## config.mk

```make
export PLATFORM = sky130hd
export DESIGN_NAME = disaster_alert_scheduler
export DESIGN_NICKNAME = d
export VERILOG_FILES = /design/src/rtl/disaster_pkg.sv /design/src/rtl/hazard_persist.sv /design/src/rtl/disaster_alert_scheduler.sv
export SDC_FILE = /design/constraint.sdc
export NUM_CORES = 1
export LEC_CHECK = 0
export BUFFER_PORTS_ARGS = -buffer_cell sky130_fd_sc_hd__buf_4
export CAP_MARGIN = 20
export CORE_MARGIN = 8
export CORE_UTILIZATION = 30
export CTS_CLUSTER_DIAMETER = 40
export CTS_CLUSTER_SIZE = 16
export DETAILED_ROUTE_END_ITERATION = 7
export PLACE_DENSITY = 0.56
export SETUP_SLACK_MARGIN = 0.2
export SLEW_MARGIN = 20
export SYNTH_ARGS = -nofsm -noshare
export SYNTH_HDL_FRONTEND = slang
export SYNTH_SLANG_ARGS = --single-unit
```

## constraint.sdc

```tcl
create_clock -name clk -period 4.56 [get_ports clk]
set_input_delay 0.228 -clock clk [delete_from_list [all_inputs] [get_ports clk]]
set_output_delay 0.228 -clock clk [all_outputs]
set_load 0.01 [all_outputs]
```

## src/rtl/disaster_pkg.sv

```systemverilog
// disaster_pkg: hazard indices, scheduler FSM states and priority/rotation helpers
package disaster_pkg;
   localparam int HAZ_FLOOD   = 0;
   localparam int HAZ_CYCLONE = 1;
   localparam int HAZ_QUAKE   = 2;
   localparam int HAZ_TSUNAMI = 3;
   localparam int NUM_HAZ     = 4;
   typedef logic [1:0] haz_idx_t;
   typedef enum logic [1:0] {IDLE, SHOW, NEXT} state_t;
   function automatic haz_idx_t prio_idx(input logic [NUM_HAZ-1:0] p);
      return p[HAZ_FLOOD] ? haz_idx_t'(HAZ_FLOOD) : p[HAZ_CYCLONE] ? haz_idx_t'(HAZ_CYCLONE) :
             p[HAZ_QUAKE] ? haz_idx_t'(HAZ_QUAKE) : haz_idx_t'(HAZ_TSUNAMI);
   endfunction
   // nearest pending index after c, wrapping; c itself only if it is the sole one
   function automatic haz_idx_t next_idx(input logic [NUM_HAZ-1:0] p, input haz_idx_t c);
      haz_idx_t k;
      next_idx = c;
      for (int i = NUM_HAZ; i >= 1; i--) begin
         k = c + haz_idx_t'(i);
         if (p[k]) next_idx = k;
      end
   endfunction
endpackage

```

## src/rtl/hazard_persist.sv

```systemverilog
// hazard_persist: qualifies one raw hazard flag by tick persistence and latches it until cleared
module hazard_persist #(
   parameter int PERSIST = 4
) (
   input  logic clk,
   input  logic rst,
   input  logic i_tick,
   input  logic i_raw,
   input  logic i_clr,
   output logic o_latched
);
   logic [3:0] r_cnt;
   logic       r_latched;
   logic       w_set;
   assign w_set = i_tick && i_raw && r_cnt >= 4'(PERSIST - 1);
   assign o_latched = r_latched;
   // a clear only acts on a latched or just-latching flag, and then wins over the latch
   always_ff @(posedge clk) begin
      if (rst || (i_clr && (r_latched || w_set))) begin
         r_cnt     <= '0;
         r_latched <= 1'b0;
      end else begin
         if (i_tick) r_cnt <= !i_raw ? '0 : r_cnt == 4'(PERSIST) ? r_cnt : r_cnt + 4'd1;
         if (w_set) r_latched <= 1'b1;
      end
   end
endmodule

```

## src/rtl/disaster_alert_scheduler.sv

```systemverilog
// disaster_alert_scheduler: latches persistent hazards and schedules the LED/code display
// Optional buzzer output and pattern counter enabled by defining ALERT_BUZZER_EN.
module disaster_alert_scheduler
   import disaster_pkg::*;
#(
   parameter int PERSIST = 4,
   parameter int DWELL   = 8
) (
   input  logic       clk,
   input  logic       rst,
   input  logic       tick,
   input  logic [3:0] haz_raw,
   input  logic       mode,
   input  logic       ack_valid,
   input  logic [1:0] ack_idx,
   output logic [3:0] pending,
   output logic       alert_valid,
   output logic [1:0] alert_code,
   output logic [3:0] led
`ifdef ALERT_BUZZER_EN
   ,output logic      buzzer
`endif
);
   state_t     r_state, w_state;
   haz_idx_t   r_cur, w_cur;
   logic [7:0] r_dwell, w_dwell;
   logic       w_valid;
   logic [1:0] w_code;
   logic [3:0] w_led;
   for (genvar i = 0; i < NUM_HAZ; i++) begin : g_haz
      hazard_persist #(.PERSIST(PERSIST)) u_persist (
         .clk       (clk),
         .rst       (rst),
         .i_tick    (tick),
         .i_raw     (haz_raw[i]),
         .i_clr     (ack_valid && ack_idx == 2'(i)),
         .o_latched (pending[i])
      );
   end
   // outputs are registered from next-state values so led follows state with no extra lag
   always_ff @(posedge clk) begin
      if (rst) begin
         r_state     <= IDLE;
         r_cur       <= '0;
         r_dwell     <= '0;
         alert_valid <= 1'b0;
         alert_code  <= '0;
         led         <= '0;
      end else begin
         r_state     <= w_state;
         r_cur       <= w_cur;
         r_dwell     <= w_dwell;
         alert_valid <= w_valid;
         alert_code  <= w_code;
         led         <= w_led;
      end
   end
   always_comb begin
      w_state = r_state;
      w_cur   = r_cur;
      w_dwell = r_dwell;
      case (r_state)
         IDLE: if (pending != '0) begin
            w_state = SHOW;
            w_cur   = prio_idx(pending);
            w_dwell = '0;
         end
         SHOW: if (pending == '0) w_state = IDLE;
            else if (!pending[r_cur]) w_state = NEXT;
            else if (!mode) begin
               w_cur   = prio_idx(pending);
               w_dwell = '0;
            end else if (tick) begin
               if (r_dwell == 8'(DWELL - 1)) w_state = NEXT;
               else w_dwell = r_dwell + 8'd1;
            end
         NEXT: begin
            w_state = pending == '0 ? IDLE : SHOW;
            w_cur   = next_idx(pending, r_cur);
            w_dwell = '0;
         end
         default: w_state = IDLE;
      endcase
   end
   always_comb begin
      w_valid = w_state == SHOW;
      w_code  = w_valid ? w_cur : '0;
      w_led   = w_valid ? 4'b0001 << w_cur : '0;
   end
`ifdef ALERT_BUZZER_EN
   logic [1:0] r_pat;
   always_ff @(posedge clk) begin
      if (rst || !alert_valid) r_pat <= '0;
      else if (tick) r_pat <= r_pat + 2'd1;
   end
   assign buzzer = alert_valid && (alert_code == 2'(HAZ_FLOOD) ? 1'b1 :
                                   alert_code == 2'(HAZ_CYCLONE) ? !r_pat[0] :
                                   alert_code == 2'(HAZ_QUAKE) ? !r_pat[1] : r_pat == 2'd0);
`endif
endmodule

```

### Word level (Yosys, flattened, before mapping)

Index checks and enable logic that the tools add are counted.

* register bits after elaboration: 39
* input port bits: 11

* bitwise operators: 1
* mux-type cells: 42
* eq/ne operators: 20
* magnitude comparators: 8
* reduce and logical (&&, ||, !) cells: 35
* shifts and indexed selects: 1
* add/subtract/negate cells: 8

Operators by type and width (count)
* $mux 8: 6
* $mux 4: 8
* $mux 2: 15
* $pmux 8 s3: 1
* $add 4x1->4 const B: 4
* $eq 4x3->1 const B: 4
* $ge 4x2->1 const B: 4
* $logic_and 1x1->1: 16
* $ne 2x2->1 const B: 7
* $lt 2x3->1 const B: 4
* $pmux 2 s3: 2
* $add 8x1->8 const B: 1
* $bmux 1 s2: 4
* $eq 8x3->1 const B: 1
* $logic_or 1x1->1: 8
* $reduce_and 2->1: 4
* $eq 2x1->1 const B: 3
* $eq 2x2->1 const B: 3
* $mux 1: 6
* $ne 3x3->1 const B: 2
* $reduce_and 6->1: 1
* $add 2x2->2 const B: 2
* $logic_not 2->1: 2
* $logic_not 4->1: 1
* other kinds (6): 6

### Longest topological paths before layout

* depth in word-level cells: 10
* depth in mapped cells: 7
* gate-level depth less buffers: 7

### By module

Synthesis repeated with hierarchy kept, for this count alone.

* cells, all modules: 268
* area total of the unflattened synthesis: 2200.9 µm²

By module, submodules not included
* hazard_persist: sequential area each 100.1 µm², cells an instance 35, area each 285.3 µm², times used 4
* disaster_alert_scheduler: sequential area each 380.4 µm², cells an instance 128, area each 1059.8 µm², times used 1

### Least setup slack after synthesis

No wires, ideal clock.

* kind: register to register
* start: register g_haz[0].u_persist.r_latched
* end: register led[0]
* data arrival time: 1.857 ns
* clock period less this slack: 1.918 ns
* setup slack: 2.642 ns
* cell stages (with the launch flop): 8
* cell sequence: dfxtp_1 -> buf_6 -> or4_1 -> buf_2 -> a221oi_2 -> a21oi_2 -> a311oi_4 -> and3_1

* cells in the longest elaborated chain, start to end: 8
* elaborated cells on any way between the ends: 28

RTL lines
* start, declared: line hazard_persist.sv:13 `logic r_latched;`
* start signal, assigned: line hazard_persist.sv:21 `r_latched <= 1'b0;`
* start signal, assigned: line hazard_persist.sv:24 `if (w_set) r_latched <= 1'b1;`
* $bmux 1 s2
* $mux 1 (not written as such): line disaster_alert_scheduler.sv:69 `else if (!pending[r_cur]) w_state = NEXT;`
* $mux 2: line disaster_alert_scheduler.sv:69
* $mux 2: line disaster_alert_scheduler.sv:68 `SHOW: if (pending == '0) w_state = IDLE;`
* $pmux 2 s3: line disaster_alert_scheduler.sv:62 `case (r_state)`
* $eq 2x1->1: line disaster_alert_scheduler.sv:86 `w_valid = w_state == SHOW;`
* $not 1->1 (no line)
* $reduce_or 2->1 (no line)
* end signal, assigned: line disaster_alert_scheduler.sv:55 `led <= w_led;`
* end, declared: line disaster_alert_scheduler.sv:19 `output logic [3:0] led`

Parallel ways exist; a longest one is shown, timed or not. The select of a mux whose other input is x is not followed.
A chain may end at the register's enable or synchronous reset.

### Worst setup path after layout

* start: register r_cur[1]
* end: register led[0]

* cells in the longest elaborated chain, start to end: 8
* elaborated cells on any way between the ends: 26

RTL lines
* start, declared: line disaster_alert_scheduler.sv:25 `haz_idx_t r_cur, w_cur;`
* start signal, assigned: line disaster_alert_scheduler.sv:51 `r_cur <= w_cur;`
* $add 2x2->2 or $bmux 1 s2 (tied branches)
* $bmux 1 s2 or $mux 1 (tied branches): line disaster_pkg.sv:20, disaster_alert_scheduler.sv:69
* $mux 1 (not written as such) or $mux 2 (tied branches): line disaster_pkg.sv:20, disaster_alert_scheduler.sv:69
* $mux 2 (on tied branches): line disaster_pkg.sv:20, disaster_alert_scheduler.sv:68
* $mux 2 or $pmux 2 s3 (tied branches): line disaster_pkg.sv:20, disaster_alert_scheduler.sv:62
* $mux 2 or $eq 2x1->1 (tied branches): line disaster_pkg.sv:20, disaster_alert_scheduler.sv:86
* $pmux 2 s3 or $not 1->1 (tied branches)
* $shl 1x2->4 or $reduce_or 2->1 (tied branches)

Parallel ways exist; a longest one is shown, timed or not. The select of a mux whose other input is x is not followed.

==> impl_metrics.tcl <==
set metrics [dict create \
    critPathCaptureType "flop" \
    grt_first_pass_wirelength_um 7860 \
    cts_setup_buffers 0 \
    synthArstFlopShare_pct 0 \
    die_y_um 100 \
    root_buffer "clkbuf_8" \
    whs_ns 0.261 \
    p_leak_uw 0.000907 \
    path_class "reg -> reg" \
    synth_nets 275 \
    cp.arrival_ns 2.33 \
    hold_path_class "in -> reg" \
    fin_crit_ns 2.10 \
    tightest_slew_ns 0.673 \
    drc 0 \
    postSynthCellCount 255 \
    period_share_pct 46.1 \
    place_area_um2 2280 \
    final_core_util_pct 34.8 \
    clock.fmax_mhz 476 \
    cts_tree "done" \
    final_cell_mix "dfxtp_1 (39), nor2_1 (29), inv_1 (23)" \
    slew_violations 0 \
    drive_gt1_share_pct 12.7 \
    dieArea_um2 9990 \
    cts_inserted_buffers 5 \
    gp_congestion 0.768 \
    rows 30 \
    ir_drop_mv 0.167 \
    hpwl_um 3330 \
    postRouteAntennaNets 0 \
    num_vias 1825 \
    skew_ns 0.00423 \
    final_common_cell "dfxtp_1" \
    fillCellCount 709 \
    drv_cap 0 \
    wl_per_cell_um 12.5 \
    area_growth_pct 11.8 \
    setup_viol 0 \
    first_pass_iters 4 \
    clock-sinks 39 \
    synth_seq_area_share_pct 36.9 \
    fp.dieW_um 100 \
    grt_pass1_vias 1699 \
    synth_cell_types 52 \
    port_buffers 21 \
    rsz0062_at_grt "false" \
    start_util_pct 31.1 \
    fin_nets 287 \
    clk_pin_slew_ns 0.08 \
    relSlewSlack_pct 54.7 \
    critPathMaxFanout 8 \
    core_area_um2 6790 \
    grtUsageTotal_pct 9.63 \
    synth_area_leaders "dfxtp_1 (37%), ha_1 (5.3%), nor2_1 (5.1%)" \
    final-hold-violation-count 0 \
    powerDensity_nw_per_um2 271 \
    cts_resized 0 \
    grt_overflow 0 \
    ys.flop_type "dfxtp_1" \
    grt_max_degree 19 \
    yosysTopAreaCell "dfxtp_1" \
    postSynthAreaPerCell_um2 8.29 \
    synth_edf_count 0 \
    final_cell_area_um2 2360 \
    via_per_inst 5.01 \
    power_uw 641 \
    tns_ns 0 \
    drt-initial-drc-count 129 \
    status "finished clean" \
    setup.worst_path.start_class "flop" \
    netlist_area_um2 2110 \
    synth-seq-cells 39 \
    cts_buffer_depth 2 \
    grt_antenna_before_repair 0 \
    crit_required_ns 4.79 \
    wl_um 4560 \
    cts_max_level 2 \
    synth_top_area_share_pct 36.9 \
    holdBufCountCts 0 \
    yosysWarnings 0 \
    num_io_pins 22 \
    clock_latency_ns 0.29 \
    n_antenna_cell 0 \
]
-- area by class of cell --
class / count / area, um2 / area share (%)
Inverter: 23 / 86.3 / 3.65
Multi-Input combinational cell: 177 / 1140 / 48.1
Clock buffer: 7 / 76.3 / 3.23
Sequential cell: 39 / 781 / 33.0
Timing Repair Buffer: 21 / 158 / 6.67
Tap cell: 96 / 120 / 5.08
Clock inverter: 1 / 5.00 / 0.212
-- per-layer routing --
metal	wire length, um	track usage, %
met5	0	0
met4	44	3.38
met3	209	3.11
met2	2070	15.2
met1	2230	11.9
-- state kept, by name, summed over array words and instances, names as in the netlist --
signal                     count
r_cur                          2
r_state                        2
g_haz.u_persist.r_cnt         16
r_dwell                        8
led                            4
alert_valid                    1
g_haz.u_persist.o_latched      4
alert_code                     2
-- synthesized netlist by cell type, drive strengths merged (3+ instances only) --
| library cell | count |
|---|---|
| dfxtp | 39 |
| nor2 | 29 |
| inv | 23 |
| nand2 | 21 |
| a21oi | 17 |
| buf | 11 |
| nor3 | 10 |
| ha | 9 |
| o21ai | 9 |
| a31oi | 7 |
| nand3 | 7 |
| nor4 | 6 |
| clkbuf | 5 |
| nand4 | 5 |
| nand4b | 4 |
| or3 | 4 |
| xnor2 | 4 |
| a41oi | 3 |
| nor3b | 3 |
-- critical path: stages, from the launching register on --
cell,delay [ns]
dfxtp_1,0.46
mux4_1,0.71
a221oi_2,0.29
a21oi_2,0.08
a311oi_4,0.29
and3_1,0.21
-- report_power, final --
group,internal (uW),total [uW],switching (uW)
registers,346,355,9.10
logic,26.5,59.8,33.3
clock network,107,226,119
-- metrics by stage --
stage	worst slack [ns]	instances
after CTS	2.46	364
after detailed placement	2.48	356
after global routing	2.33	364
final	2.46	364
after global placement	2.53	356
after floorplan	2.64	255
-- final timing paths --
check / end / slack (ns) / start / cells after the start
worst min-delay path: r_dwell[7] / 0.26 / rst / 2
worst min register to register: r_dwell[7] / 0.49 / r_dwell[7] / 2
worst max register to register: led[0] / 2.46 / r_cur[1] / 5
worst max-delay path: led[0] / 2.46 / r_cur[1] / 5
-- logic make-up after synthesis --
family	share of synthesized area, %
AOI/OAI and AO/OA	19.1
xor gates and xnor gates	2.49
adders and majority gates	5.33
buffers and inverters	9.29
DFF	36.9
muxes	2.19
and+or+nand+nor	24.7
No activity file was read; power rests on OpenSTA's default activity.
